--- src/rtl/conv_pkg.sv ---
// Shared sizing helpers and state type for the convolution accelerator output stage.
package conv_pkg;

   function automatic int k_bits(input int maxk);
      return $clog2(maxk + 1);
   endfunction

   function automatic int x_addr_bits(input int r, input int c);
      return $clog2(r * c);
   endfunction

   // Number of valid convolution outputs for an R x C input and K x K weights.
   function automatic int out_count(input int r, input int c, input int k);
      return (r - k + 1) * (c - k + 1);
   endfunction

   typedef enum logic {IDLE, STREAM} out_state_t;

endpackage

--- src/rtl/out_fifo.sv ---
// Synchronous FIFO with registered storage: an entry is visible at the head the cycle after its write.
// Head reads back as zero while empty, so the output bus is quiet in reset and idle.
module out_fifo #(
   parameter int WIDTH = 32,
   parameter int DEPTH = 8
) (
   input  logic             clk,
   input  logic             reset_n,
   input  logic             wr_vld_i,
   input  logic [WIDTH-1:0] wr_dat_i,
   input  logic             rd_rdy_i,
   output logic [WIDTH-1:0] rd_dat_o,
   output logic             full_o,
   output logic             empty_o
);
   localparam int PW = $clog2(DEPTH);

   logic [WIDTH-1:0] mem_q [DEPTH];
   logic [PW-1:0]    wr_ptr_q;
   logic [PW-1:0]    rd_ptr_q;
   logic [PW:0]      cnt_q;
   logic             push;
   logic             pop;

   assign full_o   = (cnt_q == (PW+1)'(DEPTH));
   assign empty_o  = (cnt_q == '0);
   assign push     = wr_vld_i & ~full_o;
   assign pop      = rd_rdy_i & ~empty_o;
   assign rd_dat_o = empty_o ? '0 : mem_q[rd_ptr_q];

   always_ff @(posedge clk) begin
      if (push) mem_q[wr_ptr_q] <= wr_dat_i;
   end

   always_ff @(posedge clk) begin
      if (!reset_n) begin
         wr_ptr_q <= '0;
         rd_ptr_q <= '0;
         cnt_q    <= '0;
      end else begin
         if (push) wr_ptr_q <= wr_ptr_q + PW'(1);
         if (pop)  rd_ptr_q <= rd_ptr_q + PW'(1);
         case ({push, pop})
            2'b10:   cnt_q <= cnt_q + (PW+1)'(1);
            2'b01:   cnt_q <= cnt_q - (PW+1)'(1);
            default: cnt_q <= cnt_q;
         endcase
      end
   end

endmodule

--- src/rtl/output_mems.sv ---
// AXIS transmitter for convolution results: FIFO-buffered, marks the last value of each output matrix.
// OUTPUT_MEMS_TLAST_EN adds AXIS_TLAST with a stored last bit; without it frame end is counted on pops.
module output_mems
   import conv_pkg::*;
#(
   parameter int OUTW  = 32,
   parameter int R     = 9,
   parameter int C     = 8,
   parameter int MAXK  = 4,
   parameter int DEPTH = 8
) (
   input  logic                    clk,
   input  logic                    reset_n,
   input  logic signed [OUTW-1:0]  in_data,
   input  logic                    in_valid,
   output logic                    in_ready,
   input  logic [k_bits(MAXK)-1:0] K,
   output logic signed [OUTW-1:0]  AXIS_TDATA,
   output logic                    AXIS_TVALID,
   input  logic                    AXIS_TREADY,
`ifdef OUTPUT_MEMS_TLAST_EN
   output logic                    AXIS_TLAST,
`endif
   output logic                    frame_done
);
   localparam int K_BITS  = k_bits(MAXK);
   localparam int FC_BITS = x_addr_bits(R, C);
`ifdef OUTPUT_MEMS_TLAST_EN
   localparam int FW = OUTW + 1;
`else
   localparam int FW = OUTW;
`endif

   logic               rdy_q;
   logic               full;
   logic               empty;
   logic               wr_fire;
   logic               rd_fire;
   logic               fc_step;
   logic               fc_last;
   logic               head_last;
   logic [FW-1:0]      wr_dat;
   logic [FW-1:0]      rd_dat;
   logic [FC_BITS-1:0] fcnt_q;
   logic [K_BITS-1:0]  k_q;
   logic [K_BITS-1:0]  k_eff;
   out_state_t         state_q;
   logic               frame_done_q;

   assign in_ready    = rdy_q & ~full;
   assign AXIS_TVALID = ~empty;
   assign wr_fire     = in_valid & in_ready;
   assign rd_fire     = AXIS_TVALID & AXIS_TREADY;
   assign AXIS_TDATA  = rd_dat[OUTW-1:0];
   assign frame_done  = frame_done_q;

`ifdef OUTPUT_MEMS_TLAST_EN
   assign fc_step    = wr_fire;
   assign wr_dat     = {fc_last, in_data};
   assign head_last  = rd_dat[OUTW];
   assign AXIS_TLAST = rd_dat[OUTW];
`else
   assign fc_step    = rd_fire;
   assign wr_dat     = in_data;
   assign head_last  = fc_last;
`endif

   // The first element of a frame uses the live K; later elements use the copy taken then.
   assign k_eff   = (fcnt_q == '0) ? K : k_q;
   assign fc_last = (int'(fcnt_q) == out_count(R, C, int'(k_eff)) - 1);

   out_fifo #(.WIDTH(FW), .DEPTH(DEPTH)) u_fifo (
      .clk      (clk),
      .reset_n  (reset_n),
      .wr_vld_i (wr_fire),
      .wr_dat_i (wr_dat),
      .rd_rdy_i (AXIS_TREADY),
      .rd_dat_o (rd_dat),
      .full_o   (full),
      .empty_o  (empty)
   );

   always_ff @(posedge clk) begin
      if (!reset_n) begin
         rdy_q        <= 1'b0;
         state_q      <= IDLE;
         fcnt_q       <= '0;
         k_q          <= '0;
         frame_done_q <= 1'b0;
      end else begin
         rdy_q        <= 1'b1;
         frame_done_q <= rd_fire & head_last;
         if (fc_step) begin
            if (state_q == IDLE) k_q <= K;
            if (fc_last) begin
               fcnt_q  <= '0;
               state_q <= IDLE;
            end else begin
               fcnt_q  <= fcnt_q + FC_BITS'(1);
               state_q <= STREAM;
            end
         end
      end
   end

endmodule
--- config.mk ---
export PLATFORM = sky130hd
export DESIGN_NAME = output_mems
export DESIGN_NICKNAME = d
export VERILOG_FILES = /design/src/rtl/conv_pkg.sv /design/src/rtl/out_fifo.sv /design/src/rtl/output_mems.sv
export SDC_FILE = /design/constraint.sdc
export NUM_CORES = 1
export LEC_CHECK = 0
export CORE_AREA = 2 2 148 150
export CTS_CLUSTER_DIAMETER = 80
export CTS_CLUSTER_SIZE = 28
export DETAILED_ROUTE_END_ITERATION = 6
export DIE_AREA = 0 0 150 152
export PLACE_DENSITY = 0.78
export SLEW_MARGIN = 15
export SYNTH_ARGS = -nofsm -noshare
export SYNTH_HDL_FRONTEND = slang
export SYNTH_SLANG_ARGS = --single-unit
--- constraint.sdc ---
create_clock -name clk -period 7.9 [get_ports clk]
set_input_delay 1.58 -clock clk [delete_from_list [all_inputs] [get_ports clk]]
set_output_delay 1.58 -clock clk [all_outputs]
set_load 0.005 [all_outputs]
==> results of run 1 <==
worst max-delay path, stage by stage:
cell and delay (ns):
clkdlybuf4s50_1 0.50, and3_2 0.22, a21o_2 0.18, inv_1 0.08, ha_1 0.23, nor2b_1 0.14, o211a_1 0.22, nor2_1 0.15
nand3_1 0.16, a21o_1 0.23, fa_1 0.50, fa_1 0.50, inv_1 0.06, fa_1 0.47, ha_1 0.30, ha_1 0.38
a21oi_1 0.17, nor2b_1 0.07, nor3_1 0.30, xnor2_1 0.12, or4_4 0.50, a2111oi_4 0.54, and2_1 0.19
per-layer routing:
layer  track usage [%]  vias up
li1                  -     2901
met1              28.1     3269
met2              36.1      173
met3              2.85       38
met4              4.49        0
met5                 0        -
registers in the layout, summed over array words and instances, names as in the netlist, named ones only:
name             count
u_fifo.mem_q       256
frame_done           1
u_fifo.cnt_q         4
u_fifo.wr_ptr_q      3
u_fifo.rd_ptr_q      3
k_q                  3
state_q              1
fcnt_q               7
rdy_q                1
logic make-up after synthesis:
| group | Yosys count |
|---|---|
| other | 1 |
| DFF | 282 |
| xor gates and xnor gates | 27 |
| and+or+nand+nor | 144 |
| adders and majority gates | 53 |
| buffers and inverters | 54 |
| AOI/OAI and AO/OA | 57 |
| muxes | 101 |
Yosys cell counts (all sizes together), types with 10 or more instances:
| cell | number | share of area, % |
|---|---|---|
| fa | 14 | 2.3 |
| ha | 39 | 4.0 |
| a21oi | 11 | 0.45 |
| nor2 | 57 | 1.7 |
| xnor2 | 23 | 1.6 |
| buf | 10 | 0.30 |
| mux4 | 64 | 12 |
| o21ai | 16 | 0.65 |
| mux2i | 36 | 2.9 |
| inv | 28 | 0.85 |
| edfxtp | 256 | 62 |
| nand2 | 29 | 0.94 |
| dfxtp | 26 | 4.2 |
| and2 | 11 | 0.56 |
| clkbuf | 16 | 0.50 |
power breakdown:
| part | total, mW | internal (mW) | switching (mW) |
|---|---|---|---|
| Clock | 0.802 | 0.358 | 0.444 |
| Sequential | 1.72 | 1.67 | 0.0469 |
| Combinational | 1.89 | 0.916 | 0.974 |
| Total | 4.41 | 2.94 | 1.46 |
layout by cell type, fill, tap and decap left out, drive strengths merged, types with 8 or more instances in the layout:
cell type | Yosys | layout
mux2i | 36 | 36
a21boi | 8 | 8
nand2b | 8 | 8
edfxtp | 256 | 256
dfxtp | 26 | 26
fa | 14 | 14
ha | 39 | 39
o21ai | 16 | 16
nand2 | 29 | 29
and2 | 11 | 11
nor2 | 57 | 57
xnor2 | 23 | 23
buf | 10 | 14
inv | 28 | 28
mux4 | 64 | 64
a21oi | 11 | 11
clkbuf | 16 | 19
clkdlybuf4s50 | 0 | 73
area by class of cell:
| type | count | area, µm² |
|---|---|---|
| flip-flops and latches | 282 | 8210 |
| fillers | 1469 | 7420 |
| multi-input cells | 384 | 4000 |
| repair buffers | 87 | 836 |
| clock buffers | 19 | 390 |
| well taps | 280 | 350 |
| inverters | 28 | 105 |
| clock inverters | 2 | 35.0 |
worst paths after layout:
path	end	cells after the start	slack [ns]
setup / recovery	frame_done	23	0.48
hold / removal	k_q[1]	2	0.52
setup reg to reg	frame_done	25	0.98
hold reg to reg	k_q[1]	2	0.52
==> reports/qor.yml, run 1 <==
layout:
  diodes: 0
  fin_cells: 1082
  drive_above_1_share_pct: 15.5
  final_area_um2: 13900
  nets: 889
  syn_to_final_growth_pct: 12.8
  postLayoutCoreUtil_pct: 65.3
clocking:
  cts_root_buf: "clkbuf_16"
  hold_buffers: 0
  cts_setup_buffers: 0
  cts_buffers: 14
  cts_buffer_depth: 3
  cts.sinks: 282
  htreeDepth: 1
  cts_resized: 0
  tritoncts: "built"
  insertion_delay_ns: 0.49
  path_clk_slew_ns: 0.10
synthesis:
  synthSimpleGateAreaFrac_pct: 5.80
  synthCells: 719
  synth_mux_area_share_pct: 14.7
  synth-edff-count: 256
  ys_seq_elements: 282
  netlist-cell-type-count: 55
  yosys_most_used_dff: "edfxtp_1"
  yosys_warnings: 0
  synth_compound_area_share_pct: 3.24
  async_flop_share_pct: 0
  ys_seq_area_share_pct: 66.5
  synthXorXnorAreaFrac_pct: 1.91
  syn_area_um2: 12300
  synthAdderAreaFrac_pct: 6.22
  syn-mean-instance-area_um2: 17.2
  synth_top_family_by_area: "multiplexers"
timing:
  period_share_pct: 93.9
  worst_slack_ns: 0.484
  drv_slew: 0
  finalCriticalPeriod_ns: 7.42
  rsz0062_at_grt: "no"
  clock_skew_ns: 0.0231
  fin_setup_tns_ns: 0
  hold_viol: 0
  fmax_ghz: 0.135
  worstMarginPinSlew_ns: 0.861
  setup_violations: 0
  whs_ns: 0.523
  max_slew_margin_pct: 42.6
routing:
  wl_met1_um: 9670
  wl_um: 23100
  maxUsedRoutingLayer: "met4"
  met3WireLength_um: 1130
  drt_iter0_markers: 592
  vias: 6381
  drtPass1Iterations: 7
  wl_per_cell_um: 21.4
  post_drt_via_cell_ratio: 5.90
  ant_nets: 0
  drc: 0
  routed-wl-met2_um: 12000
floorplanning:
  dieArea_um2: 22800
  floorplan.io_pins: 74
  die_height_um: 152
  coreArea_um2: 21400
  initial_core_util_pct: 57.8
  die_w_um: 150
  row_count: 54
critical_path:
  path_class: "input pin to register"
  crit_path_start: "K[0]"
  r2r-start: "fcnt_q[0]"
  path_max_fanout: 8
  cp-start-kind: "input pin"
  end_kind: "register"
  required_ns: 8.32
  cp.arrival_ns: 7.83
pwr:
  total_leakage_power_nw: 4.51
  peakVddDrop_mv: 0.195
  power_mw: 4.41
  p_per_area_nw_per_um2: 316
global_route:
  grt-ovfl-total: 0
  antenna_found_initial: 0
  grt_use_total_pct: 20.7
  grt_max_degree: 45
  grt_pass1_vias: 6655
  grt_pass1_wl_um: 36100
status:
  outcome: "finished, final reports clean"
placement:
  dp.cells: 1061
  detailedPlace.worstSlack_ns: 0.0519
  place_congestion: 0.777
  hpwl_um: 14100
  dpl-instance-area_um2: 13500
  numPortBuffers: 73
worst_hold_path:
  hold_class: "register to register"
  min-delay-start: "k_q[1]"
flow_run:
  drv_cap: 0
Power figures use the tool's default switching activity.
==> run 2, diff against run 1 <==
- PLACE_DENSITY: 0.78 -> 0.83
==> run 2 against run 1 <==
Effect of this change: non-clock buffer count increased by 1; design area about the same; critical path type unchanged; sequential cell count unchanged; sequential power is essentially flat; via count grew 2.3%; global-route usage rose by 1.2 points; clock power is 2.7% lower; largest cell class unchanged; total power decreased by 0.29%.
==> reports/qor.yml, run 2 (synthesis gave the netlist of run 1 again) <==
status:
  outcome: "finished, final reports clean"
layout:
  syn_to_final_growth_pct: 12.7
  final_cell_mix: "256 x edfxtp_1, 73 x clkdlybuf4s50_1, 64 x mux4_2"
  layout_commonest_cell: "edfxtp_1"
  top_register: "u_fifo.mem_q"
  top_regs: "u_fifo.mem_q (256), fcnt_q (7), u_fifo.cnt_q (4)"
  largest_reg_flops: 256
  fillCellCount: 1434
  drive_above_1_share_pct: 15.7
  diodes: 0
  nets: 890
clocking:
  insertion_delay_ns: 0.49
  cts_root_buf: "clkbuf_16"
  cts_setup_buffers: 0
  path_clk_slew_ns: 0.09
  htreeDepth: 1
  cts_resized: 0
  cts.sinks: 282
  cts_buffers: 14
  cts_buffer_depth: 3
  hold_buffers: 0
  tritoncts: "built"
pwr:
  swShare_pct: 33.2
  switchingPower_mw: 1.46
  p_int_mw: 2.94
  comb_power_share_pct: 43.2
  peakVddDrop_mv: 0.241
  p_per_area_nw_per_um2: 316
  power_mw: 4.40
  clkPwrFrac_pct: 17.8
  total_leakage_power_nw: 4.51
  pwr-share-seq_pct: 39.0
global_route:
  grt-ovfl-total: 0
  grt_pass1_vias: 6864
  grt_pass1_wl_um: 38200
  grt_use_total_pct: 21.9
  grt_max_degree: 65
  antenna_found_initial: 0
routing:
  drc: 0
  post_drt_via_cell_ratio: 6.04
  drt_iter0_markers: 509
  ant_nets: 0
  wl_per_cell_um: 22.3
  vias: 6527
  wl_um: 24100
  drtPass1Iterations: 4
floorplanning:
  die_height_um: 152
  floorplan.io_pins: 74
  initial_core_util_pct: 57.8
  row_count: 54
  dieArea_um2: 22800
  die_w_um: 150
  coreArea_um2: 21400
worst_hold_path:
  hold_class: "register to register"
  min-delay-start: "u_fifo.rd_ptr_q[1]"
  min_path_cells: 2
critical_path:
  crit_path_start: "K[0]"
  cp_slowest_cell: "a2111oi_4"
  cp_slowest_stage_delay_ns: 0.60
  cp.arrival_ns: 7.87
  path_class: "input pin to register"
  required_ns: 8.32
  r2r-start: "fcnt_q[0]"
  cp-start-kind: "input pin"
  path_max_fanout: 8
  crit_path_cell_trace: "clkdlybuf4s50_1 > and3_2 > a21o_2 > inv_1 > ha_1 > nor2b_1 > o211a_1 > nor2_1 > nand3_1 > a21o_1 > fa_1 > fa_1 > inv_1 > fa_1 > ha_1 > ha_1 > a21oi_1 > nor2b_1 > nor3_1 > xnor2_1 > or4_4 > a2111oi_4 > and2_1"
  reg2reg_depth: 25
  end_kind: "register"
timing:
  setup_violations: 0
  finalCriticalPeriod_ns: 7.44
  clock_skew_ns: 0.0186
  fin_setup_tns_ns: 0
  drv_slew: 0
  period_share_pct: 94.2
  worstMarginPinSlew_ns: 0.978
  whs_ns: 0.521
  fmax_ghz: 0.134
  hold_viol: 0
  rsz0062_at_grt: "no"
  max_slew_margin_pct: 34.8
placement:
  hpwl_um: 14700
  numPortBuffers: 73
  place_congestion: 0.784
flow_run:
  drv_cap: 0
run 2: area by class of cell:
| cell class | instances | area (µm²) | area share (%) |
|---|---|---|---|
| inverter | 28 | 105 | 0.755 |
| multi-input combinational | 384 | 4000 | 28.7 |
| timing repair buffer | 88 | 843 | 6.06 |
| sequential | 282 | 8210 | 59.0 |
| clock buffer | 16 | 379 | 2.72 |
| tap | 280 | 350 | 2.52 |
| clock inverter | 3 | 28.8 | 0.207 |
run 2: routing by layer:
metal | track usage (%) | routed length [µm] | vias up
met2 | 38.2 | 12500 | 224
met5 | 0 | 0 | -
met3 | 2.73 | 1370 | 39
li1 | - | - | 2925
met1 | 29.8 | 9750 | 3339
met4 | 5.17 | 500 | 0
run 2: worst max-delay path: cells and delay by family:
family	cells	cell delay, ns
xor gates and xnor gates	1	0.11
buffers and inverters	3	0.63
and+or+nand+nor	8	1.74
adders and majority gates	6	2.39
AOI/OAI and AO/OA	5	1.40
run 2: power groups by stage:
stage | clock network [mW] | registers [mW] | logic (mW)
final | 0.780 | 1.71 | 1.90
after global routing | 0.844 | 1.72 | 2.13
after CTS | 0.797 | 1.72 | 1.91
after detailed placement | 0 | 1.75 | 1.89
after global placement | 0 | 1.74 | 1.83
after floorplan | 0 | 1.72 | 1.34
run 2: per-stage QoR:
| stage | util (%) | instances | area [µm²] | setup WS, ns |
|---|---|---|---|---|
| final | 65.2 | 1081 | 13900 | 0.456 |
| after global routing | 65.2 | 1081 | 13900 | 0.0147 |
| after CTS | 65.2 | 1081 | 13900 | 0.464 |
| after detailed placement | 63.3 | 1062 | 13500 | 0.0149 |
| after global placement | 63.3 | 1062 | 13500 | 0.241 |
| after floorplan | - | 720 | 12400 | 0.935 |
run 2: final timing paths:
| check | end | slack, ns |
|---|---|---|
| hold / removal | register | 0.52 |
| setup reg to reg | frame_done | 0.91 |
| hold reg to reg | register | 0.52 |
| setup / recovery | frame_done | 0.46 |
==> run 3, diff against run 2 <==
- ABC_CLOCK_PERIOD_IN_PS: unset -> 7900
==> results of run 3 <==
Final layout, timing and power as in run 2 (identical DEF).
